File: config.mk
export PLATFORM = sky130hd
export DESIGN_NAME = cordic_rotator
export DESIGN_NICKNAME = d
export VERILOG_FILES = /design/src/rtl/cordic_rotator.sv
export SDC_FILE = /design/constraint.sdc
export NUM_CORES = 1
export LEC_CHECK = 0
export ABC_CLOCK_PERIOD_IN_PS = 14600
export BUFFER_PORTS_ARGS = -buffer_cell sky130_fd_sc_hd__buf_2
export CAP_MARGIN = 0
export CELL_PAD_IN_SITES_DETAIL_PLACEMENT = 0
export CELL_PAD_IN_SITES_GLOBAL_PLACEMENT = 1
export CORE_MARGIN = 1
export CORE_UTILIZATION = 30
export DETAILED_ROUTE_END_ITERATION = 12
export GPL_TIMING_DRIVEN = 1
export HOLD_SLACK_MARGIN = 0.06
export PLACE_DENSITY = 0.61
export SLEW_MARGIN = 25
export SYNTH_ARGS = -nofsm -noshare
export SYNTH_HDL_FRONTEND = slang
export SYNTH_SLANG_ARGS = --single-unit
File: constraint.sdc
create_clock -name clk -period 14.6 [get_ports clk]
set_input_delay 2.19 -clock clk [delete_from_list [all_inputs] [get_ports clk]]
set_output_delay 2.19 -clock clk [all_outputs]
set_load 0.005 [all_outputs]
File: src/rtl/cordic_rotator.sv
// Iterative CORDIC rotation: angle (deg, Q10.22) -> cos/sin (1.0 = 2^25), ITER cycles start-to-done; start ignored while busy.
// Define CORDIC_ROT_QUADRANT_EN for full-circle input; default build saturates the angle to +/-90 deg.
module cordic_rotator #(
  parameter int                 ITER  = 16,
  parameter logic signed [31:0] KINIT = 32'sd20376027
) (
  input  logic               clk,
  input  logic               rst,
  input  logic               start,
  input  logic signed [31:0] angle_in,
  output logic               busy,
  output logic               done,
  output logic signed [31:0] cos_out,
  output logic signed [31:0] sin_out
);

  localparam logic signed [31:0] DEG90 = 32'sd377487360;
`ifdef CORDIC_ROT_QUADRANT_EN
  localparam logic signed [31:0] DEG180 = 32'sd754974720;
`endif

  typedef enum logic {IDLE, ROTATE} state_t;

  state_t             state;
  logic signed [31:0] x, y, z;
  logic [4:0]         cnt;
  logic signed [31:0] ang_sat, x_ld, y_ld, z_ld;
  logic signed [31:0] x_sh, y_sh, atan_i, x_nx, y_nx, z_nx;

  // atan(2^-i) in degrees, Q10.22
  function automatic logic signed [31:0] atan_lut(input logic [4:0] i);
    case (i)
      5'd0:  atan_lut = 32'sd188743680;
      5'd1:  atan_lut = 32'sd111421900;
      5'd2:  atan_lut = 32'sd58872272;
      5'd3:  atan_lut = 32'sd29884485;
      5'd4:  atan_lut = 32'sd15000234;
      5'd5:  atan_lut = 32'sd7507429;
      5'd6:  atan_lut = 32'sd3754631;
      5'd7:  atan_lut = 32'sd1877430;
      5'd8:  atan_lut = 32'sd938729;
      5'd9:  atan_lut = 32'sd469366;
      5'd10: atan_lut = 32'sd234683;
      5'd11: atan_lut = 32'sd117342;
      5'd12: atan_lut = 32'sd58671;
      5'd13: atan_lut = 32'sd29335;
      5'd14: atan_lut = 32'sd14668;
      5'd15: atan_lut = 32'sd7334;
      5'd16: atan_lut = 32'sd3667;
      5'd17: atan_lut = 32'sd1833;
      5'd18: atan_lut = 32'sd917;
      5'd19: atan_lut = 32'sd458;
      5'd20: atan_lut = 32'sd229;
      5'd21: atan_lut = 32'sd115;
      5'd22: atan_lut = 32'sd57;
      5'd23: atan_lut = 32'sd29;
      default: atan_lut = 32'sd0;
    endcase
  endfunction

  always_comb begin
    x_ld = KINIT;
    y_ld = '0;
`ifdef CORDIC_ROT_QUADRANT_EN
    if (angle_in > DEG180)       ang_sat = DEG180;
    else if (angle_in < -DEG180) ang_sat = -DEG180;
    else                         ang_sat = angle_in;
    z_ld = ang_sat;
    // Outer quadrants start from a vector already turned by +/-90 deg
    if (ang_sat > DEG90) begin
      x_ld = '0;
      y_ld = KINIT;
      z_ld = ang_sat - DEG90;
    end else if (ang_sat < -DEG90) begin
      x_ld = '0;
      y_ld = -KINIT;
      z_ld = ang_sat + DEG90;
    end
`else
    if (angle_in > DEG90)       ang_sat = DEG90;
    else if (angle_in < -DEG90) ang_sat = -DEG90;
    else                        ang_sat = angle_in;
    z_ld = ang_sat;
`endif
  end

  assign x_sh   = x >>> cnt;
  assign y_sh   = y >>> cnt;
  assign atan_i = atan_lut(cnt);

  always_comb begin
    if (!z[31]) begin
      x_nx = x - y_sh;
      y_nx = y + x_sh;
      z_nx = z - atan_i;
    end else begin
      x_nx = x + y_sh;
      y_nx = y - x_sh;
      z_nx = z + atan_i;
    end
  end

  always_ff @(posedge clk) begin
    if (rst) begin
      state   <= IDLE;
      busy    <= 1'b0;
      done    <= 1'b0;
      cos_out <= '0;
      sin_out <= '0;
      cnt     <= '0;
      x       <= '0;
      y       <= '0;
      z       <= '0;
    end else begin
      done <= 1'b0;
      if (state == IDLE) begin
        if (start) begin
          x     <= x_ld;
          y     <= y_ld;
          z     <= z_ld;
          cnt   <= '0;
          busy  <= 1'b1;
          state <= ROTATE;
        end
      end else begin
        x   <= x_nx;
        y   <= y_nx;
        z   <= z_nx;
        cnt <= cnt + 5'd1;
        if (cnt == 5'(ITER - 1)) begin
          cos_out <= x_nx;
          sin_out <= y_nx;
          done    <= 1'b1;
          busy    <= 1'b0;
          cnt     <= '0;
          state   <= IDLE;
        end
      end
    end
  end

endmodule

==> Word level (Yosys, flattened, before mapping) <==
Memories as Yosys holds them, arrays and structs flattened. A register that Yosys moved wholly into a read port is not among the register bits.
Cells that the tools add are included.
{ "op_classes": {"n_lt_le_gt_ge": 2, "shift": 2, "muxes": 23, "n_reduce_logical": 4, "bitwise": 1, "eq_ne": 2, "add_sub_neg": 7, "multipliers": 0, "n_div": 0} }
{ "ops": {"columns": ["cell", "n"], "rows": [
  ["$mux 32", 11],
  ["$add 32x32->32", 3],
  ["$sub 32x32->32", 3],
  ["$sshr 32x5->32", 2],
  ["$gt 32x30->1 const B", 1],
  ["$lt 32x30->1 const B", 1],
  ["$mux 5", 5],
  ["$mux 1", 7],
  ["$add 5x1->5 const B", 1],
  ["$eq 5x4->1 const B", 1],
  ["$reduce_and 2->1", 2],
  ["$ne 2x1->1 const B", 1],
  ["$reduce_bool 2->1", 1],
  ["$reduce_or 2->1", 1],
  ["$not 1->1", 1]
]} }
{ "totals": {"n_memories": 1, "elab_cells": 51, "output_inout_bits": 66, "mem_bits_ro": 896, "mem_bits_rw": 0, "regBits": 168, "latchBits": 0} }
{ "memory_table": {"columns": ["name", "depth", "word_bits", "rd", "rd_ports_with_merged_regs", "write_ports", "line_no", "source"], "rows": [
  ["(name not given)", 32, 28, 1, 1, 0, "32", "case (i)"]
]} }

==> Logic depth before layout (Yosys ltp) <==
Gate-level depths: netlist of run 1.
{ "logic_depth": {"word_depth": 5, "depth_mapped": 28} }

==> Worst setup path after synthesis of run 1 <==
OpenSTA, ideal clock, no wires.
{ "synth_path": {"path_kind": "register to register", "startpoint": "register cnt[1]", "endpoint": "register x[31]", "arrival_time_ns": 5.088, "stages_incl_launch_ff": 24, "setup_time_ns": 0.095, "path_slack_ns": 9.416, "cell_sequence": "dfxtp_1 > buf_6 > buf_6 > buf_6 > mux2_2 > a221o_1 > or3_1 > nand4_2 > and2b_1 > a21oi_1 > xnor2_1 > ha_1 > clkbuf_1 > o21ai_0 > nor2_1 > o41ai_1 > o22ai_1 > a211oi_1 > o31ai_1 > o221ai_1 > xnor2_2 > xor2_1 > nand3_1 > o311ai_1"} }
{ "synth_between": {"elab_chain_cells": 4, "elab_cells_between_ends": 5, "classes_between": "2 x add/sub; 1 x shift; 2 x mux"} }
{ "synth_lines": {"columns": ["element", "line_no", "source"], "rows": [
  ["start: declaration", "26", "logic [4:0] cnt;"],
  ["start signal: assignment", "129", "cnt <= cnt + 5'd1;"],
  ["$sshr 32x5->32 (*)", "88", "assign y_sh = y >>> cnt;"],
  ["$sub 32x32->32 or $add 32x32->32 (tied branches)", "93, 97", null],
  ["$mux 32 (*)", "92", "if (!z[31]) begin"],
  ["$mux 32 (*)", "116", "if (state == IDLE) begin"],
  ["end signal: assignment", "118", "x <= x_ld;"],
  ["end signal: assignment", "126", "x <= x_nx;"],
  ["end: declaration", "25", "logic signed [31:0] x, y, z;"]
]} }
Mark *: on every way between the ends. The rest lies on a longest branch, timed or not.
A chain may end at the register's enable or synchronous reset.

==> Final worst setup path of run 1 <==
{ "layout_path": {"startpoint": "register cnt[2]", "endpoint": "register cos_out[28]"} }
{ "layout_between": {"elab_chain_cells": 3, "elab_cells_between_ends": 6, "classes_between": "2 x add/sub; 1 x eq/ne; 1 x shift; 1 x mux; 1 x reduce/logical"} }
{ "layout_lines": {"columns": ["element", "line_no", "source"], "rows": [
  ["$sshr 32x5->32", "88", null],
  ["$sub 32x32->32 or $add 32x32->32 (tied branches)", "93, 97", null],
  ["$mux 32", "92", null],
  ["end signal: assignment", "131", "cos_out <= x_nx;"],
  ["end: declaration", "13", "output logic signed [31:0] cos_out,"]
]} }
Several ways; a longest one is shown, not always the timed one.

==> flow_summary_export.csv, run 1 <==
group,metric,value,unit
yosys,syn_area_per_cell,7.921,um^2
timing,finalSetupTns,0,ns
worst_setup_path,path_max_fanout,45,
yosys,synth_top_area_share,21.03,%
power_and_ir_drop,p_int,1.875,mW
global_routing,grtUsageTotal,22.92,%
worst_setup_path,crit_type,"register to register",
yosys,synth_area,18660,um^2
clocking,clock_sinks,196,
cells_and_area,num-fill-cells,6546,
worst_setup_path,path_buf_inv,1,
placement,place.gp.congestion,0.9721,
worst_setup_path,cp.arrival,7.72,ns
yosys,synth_area_leaders,"dfxtp_1, mux4_2, ha_1",
clocking,clock_path_buffers,2,
yosys,synth_xor_area_share,7.690,%
die,rows,91,
placement,post-dp-hpwl,52800,um
worst_setup_path,r2r_start,"cnt[2]",
timing,timing.fmax,136.7,MHz
global_routing,grt_pass1_wl,111000,um
yosys,ys_ff_latch,196,
die,die_y,251.4,um
power_and_ir_drop,p_clk_share,13.4,%
yosys,yosysSeqAreaShare,21.03,%
power_and_ir_drop,pwr-share-comb,66.1,%
min_path,hold_path.class,"register to register",
clocking,cts_tree,"yes",
cells_and_area,fin_area,20370,um^2
power_and_ir_drop,p_per_area,187.4,nW/um^2
die,die_w,251.4,um
route,vias,18213,
worst_setup_path,required,15.01,ns
worst_setup_path,crit_path_start,"cnt[2]",
cells_and_area,fin_util,33.07,%
yosys,synth-simple-area-share,20.50,%
timing,report.final.slew_viol_count,0,
clocking,clock_latency,0.52,ns
global_routing,grt_pass1_vias,17787,
cells_and_area,finalNetCount,2508,
outcome,status,"complete, no violations",
run,max-cap-violations,0,
timing,period_minus_slack,7.317,ns
route,vias_per_cell,5.683,
die,dieArea,63210,um^2
yosys,synth_adder_area_share,8.032,%
cells_and_area,seqCellArea,3943,um^2
worst_setup_path,crit_path_cell_trace,"buf_4, mux4_2, mux2i_1, nor2_1, a2111oi_4, ha_1, nand3_1, nor2_1, nor2_1, xnor2_1, ha_1, a211oi_1, o211ai_1, a2111oi_0, o31ai_1, a31oi_1, o21bai_1, xnor2_1, o21ai_0, nor2b_1",
yosys,ys_warn_count,0,
worst_setup_path,worstSetupStartpointType,"register",
yosys,yosys.cell_count.top_type,"nor2_1",
placement,port_buffers,100,
clocking,postCtsSetupRepairBufs,0,
yosys,synth_common_cells,"nor2_1, nand2_1, a21oi_1",
clocking,cts_resized,0,
timing,finalHoldViolations,0,
global_routing,grt-ovfl-total,0,
yosys,synth_ff_type,"dfxtp_1",
yosys,syn-instance-count,2356,
timing,skew,0.02279,ns
yosys,synth_compound_area_share,23.98,%
global_routing,grt_antenna_before_repair,0,
clocking,cts-root-buf,"clkbuf_16",
route,drt_iter0_markers,1356,
die,start_util,30.30,%
clocking,cts_inserted_buffers,17,
global_routing,grt_max_degree,91,
clocking,clk_pin_slew,0.09,ns
clocking,ctsHtreeMaxLevel,4,
power_and_ir_drop,power_switching_share,50.88,%
worst_setup_path,crit_path_top_delay_cell,"dfxtp_2",
min_path,min_from,"sin_out[17]",
die,ioPinCount,101,
worst_setup_path,max_stage_delay,0.93,ns
cells_and_area,insertedDiodeCount,0,
timing,setup_viol,0,
placement,dpl_cell_area,19750,um^2
timing,worst_pin_slew,1.013,ns
cells_and_area,drive_above_1_share,13.60,%
route,dr.pass1.iters,5,
yosys,synth_nets,2509,
worst_setup_path,crit_top_cell,"nor2_1",
timing,fin_crit_sh,50.12,%
timing,whs,0.4535,ns
route,wirelength,72140,um
route,drc,0,
power_and_ir_drop,power.switching,1.942,mW
worst_setup_path,critical-path-top-delay-family,"compound AO/OA/AOI/OAI gates",
power_and_ir_drop,power.share.sequential,20.5,%
timing,slew_headroom,32.04,%
timing,rsz0062_at_grt,"false",
power_and_ir_drop,p_leak,8.185,nW
cells_and_area,multi_input_area,13780,um^2
yosys,synth_cell_types,101,
worst_setup_path,cp-end-kind,"register",
die,coreArea,61600,um^2
yosys,synth_top_family_by_area,"compound AO/OA/AOI/OAI gates",
route,drt-wirelength-per-cell,22.51,um
yosys,synthMuxAreaShare,13.48,%
cells_and_area,area_growth_syn_to_layout,9.165,%
yosys,synth_edf_count,0,
route,ant_nets,0,
yosys,synth_largest_area_cell,"dfxtp_1",
power_and_ir_drop,vdd_ir_drop_max,0.1035,mV
clocking,hold_buffers,0,
yosys,async_flop_share,0,%
## cell type report
class	instances	share of cell area (%)
multi-input cells	1948	67.64
well taps	837	5.141
inverters	56	1.032
clock inverters	15	0.8721
clock buffers	17	2.088
repair buffers	136	3.875
flip-flops and latches	196	19.35
## power by group through the flow
stage / logic (mW) / clock network (mW) / registers (mW)
after floorplan: 1.95 / 0 / 0.685
after global placement: 2.50 / 0 / 0.792
after detailed placement: 2.50 / 0 / 0.792
after CTS: 2.52 / 0.531 / 0.780
after global routing: 2.80 / 0.547 / 0.790
final: 2.52 / 0.510 / 0.784
## metal layers
metal  share of wire (%)  up-vias  global-route usage (%)  routed length, um
met3                 4.8      100                   3.415               3471
met5                   0        -                       0                  0
met4                 2.8        0                   8.345               2043
met2                  49      554                   39.27              35170
li1                    -     8691                       -                  -
met1                  44     8868                   29.05              31460
## cells by family after synthesis
group | after synthesis
flops | 196
xor+xnor | 163
simple gates | 824
compound gates | 691
mux | 152
fa+ha+maj | 118
buf+inv | 212
## state kept, by name, summed over array words and instances (netlist names)
signal and flops:
atan_i 28, busy 1, cnt 5, cos_out 32, done 1, sin_out 32, state 1, x 32
y 32, z 32
## worst paths after layout
check	end	slack [ns]	cells past startpoint
worst max-delay path	cos_out[28]	7.28	20
worst min-delay path	sin_out[17]	0.45	2
worst max register to register	cos_out[28]	7.28	20
worst min register to register	sin_out[17]	0.45	2
## cell usage in the layout (no fill, tap or decap), drive strengths merged, types with 73 or more instances in the layout
cell type	count
mux4	75
nand2	255
a21oi	246
ha	115
nor3	73
buf	136
o21ai	100
xnor2	88
xor2	75
nor2	258
dfxtp	196
## tightest hold or removal path, delay by kind of cell (launching register included)
kind,cells,cell delay (ns)
and+or+nand+nor,1,0.05
AOI/OAI and AO/OA,1,0.05
DFF,1,0.31
## through the flow
stage	cells	setup WS, ns	total power, mW
after global routing	3205	6.756	4.137
after floorplan	2356	9.416	2.637
after CTS	3204	7.479	3.831
final	3205	7.283	3.818
after global placement	3172	7.513	3.293
after detailed placement	3172	7.518	3.293
(Power assumes the default switching activity.)
==> inputs of run 2 (changes only) <==
--- a/config.mk
+++ b/config.mk
@@ -5,7 +5,7 @@
 export SDC_FILE = /design/constraint.sdc
 export NUM_CORES = 1
 export LEC_CHECK = 0
-export ABC_CLOCK_PERIOD_IN_PS = 14600
+export ABC_CLOCK_PERIOD_IN_PS = 7500
 export BUFFER_PORTS_ARGS = -buffer_cell sky130_fd_sc_hd__buf_2
 export CAP_MARGIN = 0
 export CELL_PAD_IN_SITES_DETAIL_PLACEMENT = 0
==> constraint.sdc (replaced) <==
create_clock -name clk -period 7.5 [get_ports clk]
set_input_delay 1.125 -clock clk [delete_from_list [all_inputs] [get_ports clk]]
set_output_delay 1.125 -clock clk [all_outputs]
set_load 0.005 [all_outputs]
==> run 2 against run 1 <==
  * Cell count rose by 0.59%
  * Utilization increased by 0.25 points
  * Sequential share of layout area decreased by 0.14 points
  * Highest routed layer unchanged
==> flow_summary_export.csv, run 2 (same netlist as run 1, synthesis figures left out) <==
group,metric,value,unit
outcome,status,"complete, no violations",
power_and_ir_drop,p_per_area,361.8,nW/um^2
power_and_ir_drop,p_leak,8.271,nW
clocking,postCtsSetupRepairBufs,0,
cells_and_area,finalNetCount,2526,
clocking,ctsHtreeMaxLevel,4,
route,dr.pass1.iters,5,
clocking,clock_latency,0.49,ns
route,drt_iter0_markers,1361,
timing,worst_pin_slew,1.050,ns
cells_and_area,mostFrequentLayoutCells,"nor2_1, nand2_1, a21oi_1, dfxtp_1, ha_1",
route,vias_per_cell,5.692,
worst_setup_path,path_buf_inv,1,
placement,place.gp.congestion,1.014,
timing,timing.fmax,148.1,MHz
timing,whs,0.4523,ns
die,die_y,251.4,um
cells_and_area,layout.cells.non_filler,3224,
global_routing,grt_pass1_wl,112500,um
placement,post-dp-hpwl,54820,um
clocking,cts_resized,0,
die,die_w,251.4,um
die,ioPinCount,101,
worst_setup_path,crit_path_cell_trace,"buf_4, mux2i_1, a22o_1, a221oi_1, o21ai_0, o2bb2a_2, nor2_1, and3_1, and2_4, a41oi_1, xnor2_1, ha_1, and3_1, o211ai_1, o21bai_1, a31oi_1, o21ai_0, a21oi_1, o21ai_0, a31oi_1, xnor2_1, a22o_1",
global_routing,grt_pass1_vias,17973,
clocking,hold_buffers,0,
clocking,cts_inserted_buffers,17,
placement,port_buffers,100,
route,ant_nets,0,
cells_and_area,layout_commonest_cell,"nor2_1",
global_routing,grt_max_degree,68,
die,rows,91,
route,drc,0,
worst_setup_path,path_max_fanout,41,
timing,rsz0062_at_grt,"false",
die,coreArea,61600,um^2
cells_and_area,area_growth_syn_to_layout,9.983,%
worst_setup_path,crit_top_cell,"o21ai_0",
die,dieArea,63210,um^2
run,max-cap-violations,0,
clocking,clock_sinks,196,
placement,pre_cts_ws,0.9037,ns
min_path,hold_path.class,"register to register",
placement,dp_cells,3191,
worst_setup_path,required,7.88,ns
clocking,cts-root-buf,"clkbuf_16",
worst_setup_path,worstSetupStartpointType,"register",
timing,fin_crit_sh,90.04,%
power_and_ir_drop,vdd_ir_drop_max,0.1933,mV
clocking,clock_path_buffers,2,
global_routing,grt_antenna_before_repair,0,
timing,finalHoldViolations,0,
worst_setup_path,critical-path-top-delay-family,"compound AO/OA/AOI/OAI gates",
power_and_ir_drop,fin_total_pwr,7.426,mW
timing,period_minus_slack,6.753,ns
global_routing,grtUsageTotal,23.19,%
timing,setup_viol,0,
timing,finalSetupTns,0,ns
timing,slew_headroom,29.97,%
worst_setup_path,crit_path_top_delay_cell,"dfxtp_2",
clocking,cts_tree,"yes",
timing,fin_ws,0.7469,ns
route,vias,18352,
route,wirelength,73220,um
die,start_util,30.30,%
clocking,clk_pin_slew,0.08,ns
cells_and_area,drive_above_1_share,14.25,%
worst_setup_path,max_stage_delay,1.03,ns
global_routing,grt-ovfl-total,0,
worst_setup_path,cp.arrival,7.14,ns
timing,skew,0.01193,ns
worst_setup_path,crit_type,"register to register",
route,drt-wirelength-per-cell,22.71,um
timing,report.final.slew_viol_count,0,
worst_setup_path,cp-end-kind,"register",
## run 2: worst reg2reg max path: stages (launching register included)
cell,delay (ns)
dfxtp_2,1.03
buf_4,0.42
mux2i_1,0.15
a22o_1,0.26
a221oi_1,0.62
o21ai_0,0.16
o2bb2a_2,0.35
nor2_1,0.08
and3_1,0.20
and2_4,0.18
a41oi_1,0.19
xnor2_1,0.11
ha_1,0.37
and3_1,0.22
o211ai_1,0.10
o21bai_1,0.28
a31oi_1,0.23
o21ai_0,0.55
a21oi_1,0.21
o21ai_0,0.38
a31oi_1,0.16
xnor2_1,0.17
a22o_1,0.24
## run 2: final timing paths
path | slack (ns) | from | end | depth (start not counted)
setup / recovery | 0.75 | cnt[2] | y[30] | 22
hold / removal | 0.45 | sin_out[10] | sin_out[10] | 2
setup reg to reg | 0.75 | cnt[2] | y[30] | 22
hold reg to reg | 0.45 | sin_out[10] | sin_out[10] | 2
## run 2: cell type report
class	instances	area, um^2
fillers	6537	41070
multi-input cells	1948	13780
flip-flops and latches	196	3943
well taps	837	1047
repair buffers	154	937.1
clock buffers	18	439.2
inverters	56	210.2
clock inverters	14	166.4
diodes	1	2.502
## run 2: metal layers
metal  track usage [%]  part of all wire, %
met5                 0                    0
met4             8.502                  3.3
met3             3.167                  5.0
met2             39.51                   49
met1             29.73                   43
## run 2: power breakdown
part           leakage, nW  total, mW  switching, mW  internal, mW
logic                 6.37       4.93           2.89          2.03
registers             1.60       1.52          0.348          1.17
clock network        0.294      0.978          0.494         0.484
total                 8.27       7.43           3.73          3.69
## run 2: per-stage QoR
stage                     cell area [um^2]  utilization, %
after global routing                 20520           33.32
after floorplan                      18660               -
after detailed placement             19920           32.33
after CTS                            20520           33.32
final                                20520           33.32
after global placement               19920           32.33
==> inputs of run 3 (changes only) <==
--- a/config.mk
+++ b/config.mk
@@ -8,14 +8,12 @@
 export ABC_CLOCK_PERIOD_IN_PS = 7500
 export BUFFER_PORTS_ARGS = -buffer_cell sky130_fd_sc_hd__buf_2
 export CAP_MARGIN = 0
-export CELL_PAD_IN_SITES_DETAIL_PLACEMENT = 0
-export CELL_PAD_IN_SITES_GLOBAL_PLACEMENT = 1
 export CORE_MARGIN = 1
 export CORE_UTILIZATION = 30
 export DETAILED_ROUTE_END_ITERATION = 12
 export GPL_TIMING_DRIVEN = 1
 export HOLD_SLACK_MARGIN = 0.06
-export PLACE_DENSITY = 0.61
+export PLACE_DENSITY = 0.5
 export SLEW_MARGIN = 25
 export SYNTH_ARGS = -nofsm -noshare
 export SYNTH_HDL_FRONTEND = slang
==> run 3 against run 2 <==
  * Power shrank 0.66%
  * Non-clock buffer count shrank 6
  * Cell area shrank 0.37%
  * Global-route usage shrank 0.96 points
  * Largest power group unchanged
==> flow_summary_export.csv, run 3 (same netlist as run 1, synthesis figures left out) <==
group,metric,value,unit
placement,port_buffers,100,
route,met1_length,31060,um
worst_setup_path,path_max_fanout,59,
worst_setup_path,cp-end-kind,"register",
route,vias_per_cell,5.650,
outcome,status,"complete, no violations",
clocking,clk_pin_slew,0.09,ns
timing,worst_pin_slew,0.8846,ns
die,die_w,251.4,um
min_path,min_to,"cos_out[26]",
cells_and_area,layout_commonest_cell,"nor2_1",
worst_setup_path,timing.rr.end,"x[31]",
route,drc,0,
cells_and_area,seqCellArea,3943,um^2
min_path,hold_path.class,"register to register",
route,highest-signal-layer,"met4",
worst_setup_path,crit_type,"register to register",
global_routing,grt-ovfl-total,0,
timing,whs,0.4522,ns
timing,period_minus_slack,6.614,ns
route,ant_nets,0,
power_and_ir_drop,p_leak,8.234,nW
placement,post-dp-hpwl,53580,um
cells_and_area,finalNetCount,2520,
route,drt-wirelength-per-cell,21.96,um
timing,rsz0062_at_grt,"false",
clocking,cts_tree,"yes",
clocking,hold_buffers,0,
worst_setup_path,cp.arrival,7.01,ns
clocking,cts_resized,0,
route,dr.pass1.iters,5,
cells_and_area,mostFrequentLayoutCells,"nor2_1, nand2_1, a21oi_1, dfxtp_1, ha_1",
worst_setup_path,crit_path_cell_trace,"buf_4, mux4_2, mux2i_1, o221ai_1, nor3_2, nand4_2, nor2_1, nor2_1, xnor2_1, ha_1, a211oi_1, nor2_1, o41ai_1, o22ai_1, a211oi_1, o31ai_1, o221ai_1, xnor2_2, xor2_1, nand3_1, o311ai_1",
clocking,clock_latency,0.50,ns
timing,slew_headroom,40.94,%
worst_setup_path,worstSetupStartpointType,"register",
global_routing,grt_antenna_before_repair,0,
global_routing,grt_max_degree,73,
min_path,hold_path_depth,2,
clocking,clock_path_buffers,2,
timing,setup_viol,0,
route,wirelength,70670,um
worst_setup_path,critical-path-top-delay-family,"compound AO/OA/AOI/OAI gates",
die,dieArea,63210,um^2
worst_setup_path,crit_top_cell,"nor2_1",
timing,timing.fmax,151.2,MHz
worst_setup_path,ff2ff_setup_slack,0.89,ns
die,rows,91,
global_routing,grtUsageTotal,22.24,%
worst_setup_path,path_buf_inv,1,
clocking,postCtsSetupRepairBufs,0,
cells_and_area,multi_input_area,13780,um^2
cells_and_area,drive_above_1_share,14.03,%
global_routing,grt_pass1_vias,17786,
worst_setup_path,required,7.90,ns
worst_setup_path,r2r_cells,21,
route,met2_length,34550,um
die,coreArea,61600,um^2
worst_setup_path,crit_path_top_delay_cell,"dfxtp_4",
timing,finalHoldViolations,0,
worst_setup_path,r2r_start,"cnt[1]",
route,vias,18186,
power_and_ir_drop,p_per_area,360.8,nW/um^2
route,dr_wl_met3,3252,um
min_path,min_from,"cos_out[26]",
clocking,cts_inserted_buffers,17,
timing,fin_crit_sh,88.19,%
die,start_util,30.30,%
route,drt_iter0_markers,1246,
clocking,ctsHtreeMaxLevel,4,
die,ioPinCount,101,
worst_setup_path,max_stage_delay,0.92,ns
power_and_ir_drop,vdd_ir_drop_max,0.2022,mV
placement,place.gp.congestion,0.9534,
clocking,clock_sinks,196,
cells_and_area,num-fill-cells,6538,
timing,report.final.slew_viol_count,0,
run,max-cap-violations,0,
timing,skew,0.01714,ns
timing,finalSetupTns,0,ns
global_routing,grt_pass1_wl,108700,um
clocking,cts-root-buf,"clkbuf_16",
die,die_y,251.4,um
cells_and_area,area_growth_syn_to_layout,9.574,%
[run 3: changes by cell type in the layout (fill, tap and decap cells not counted), sizes merged]
cell,previous run,this run
clkinvlp,1,0
buf,154,148
diode,1,2
inv,61,62
[run 3: final cells by class]
cell class | count | area share (%)
antenna | 2 | 0.02448
clock buffer | 18 | 2.099
clock inverter | 14 | 0.7954
inverter | 56 | 1.028
multi-input combinational | 1948 | 67.41
sequential | 196 | 19.28
tap | 837 | 5.121
timing repair buffer | 148 | 4.240
[run 3: how the worst max path moves through the flow]
stage                       from           to  slack, ns  cells after the start
after detailed placement  cnt[1]        x[31]       0.97                     21
after global placement    cnt[1]  cos_out[28]       1.02                     21
after global routing      cnt[1]        x[31]       0.26                     21
after floorplan           cnt[1]        x[31]       2.32                     23
final                     cnt[1]        x[31]       0.89                     21
after CTS                 cnt[1]        x[31]       0.89                     21
[run 3: worst register-to-register path, delay by kind of cell (launching register included)]
| family | cells | cell delay [ns] |
|---|---|---|
| AO/OA/AOI/OAI | 8 | 2.32 |
| adder cells (fa/ha/maj) | 1 | 0.37 |
| buffers and inverters | 1 | 0.38 |
| multiplexers | 2 | 0.83 |
| AND/OR/NAND/NOR | 6 | 1.15 |
| XOR/XNOR | 3 | 0.55 |
| flip-flops | 1 | 0.92 |
[run 3: metal layers]
layer	track usage [%]	vias to the layer above
met1	28.26	8832
met5	0	-
li1	-	8701
met2	38.53	559
met4	7.125	0
met3	3.209	94
[run 3: where the power goes]
group / internal (mW) / leakage (nW) / switching [mW]
sequential: 1.17 / 1.60 / 0.370
combinational: 2.03 / 6.34 / 2.83
clock: 0.476 / 0.293 / 0.502
total: 3.68 / 8.23 / 3.70
[run 3: per-stage QoR]
stage	total power, mW	setup WS, ns	utilization [%]	std cells	cell area [um^2]
global placement	6.324	1.024	32.22	3185	19850
detailed placement	6.347	0.9707	32.23	3185	19850
floorplan	5.134	2.316	-	2356	18660
global route	7.974	0.2554	33.19	3217	20440
finish	7.377	0.8857	33.20	3219	20450
CTS	7.385	0.8868	33.19	3217	20440
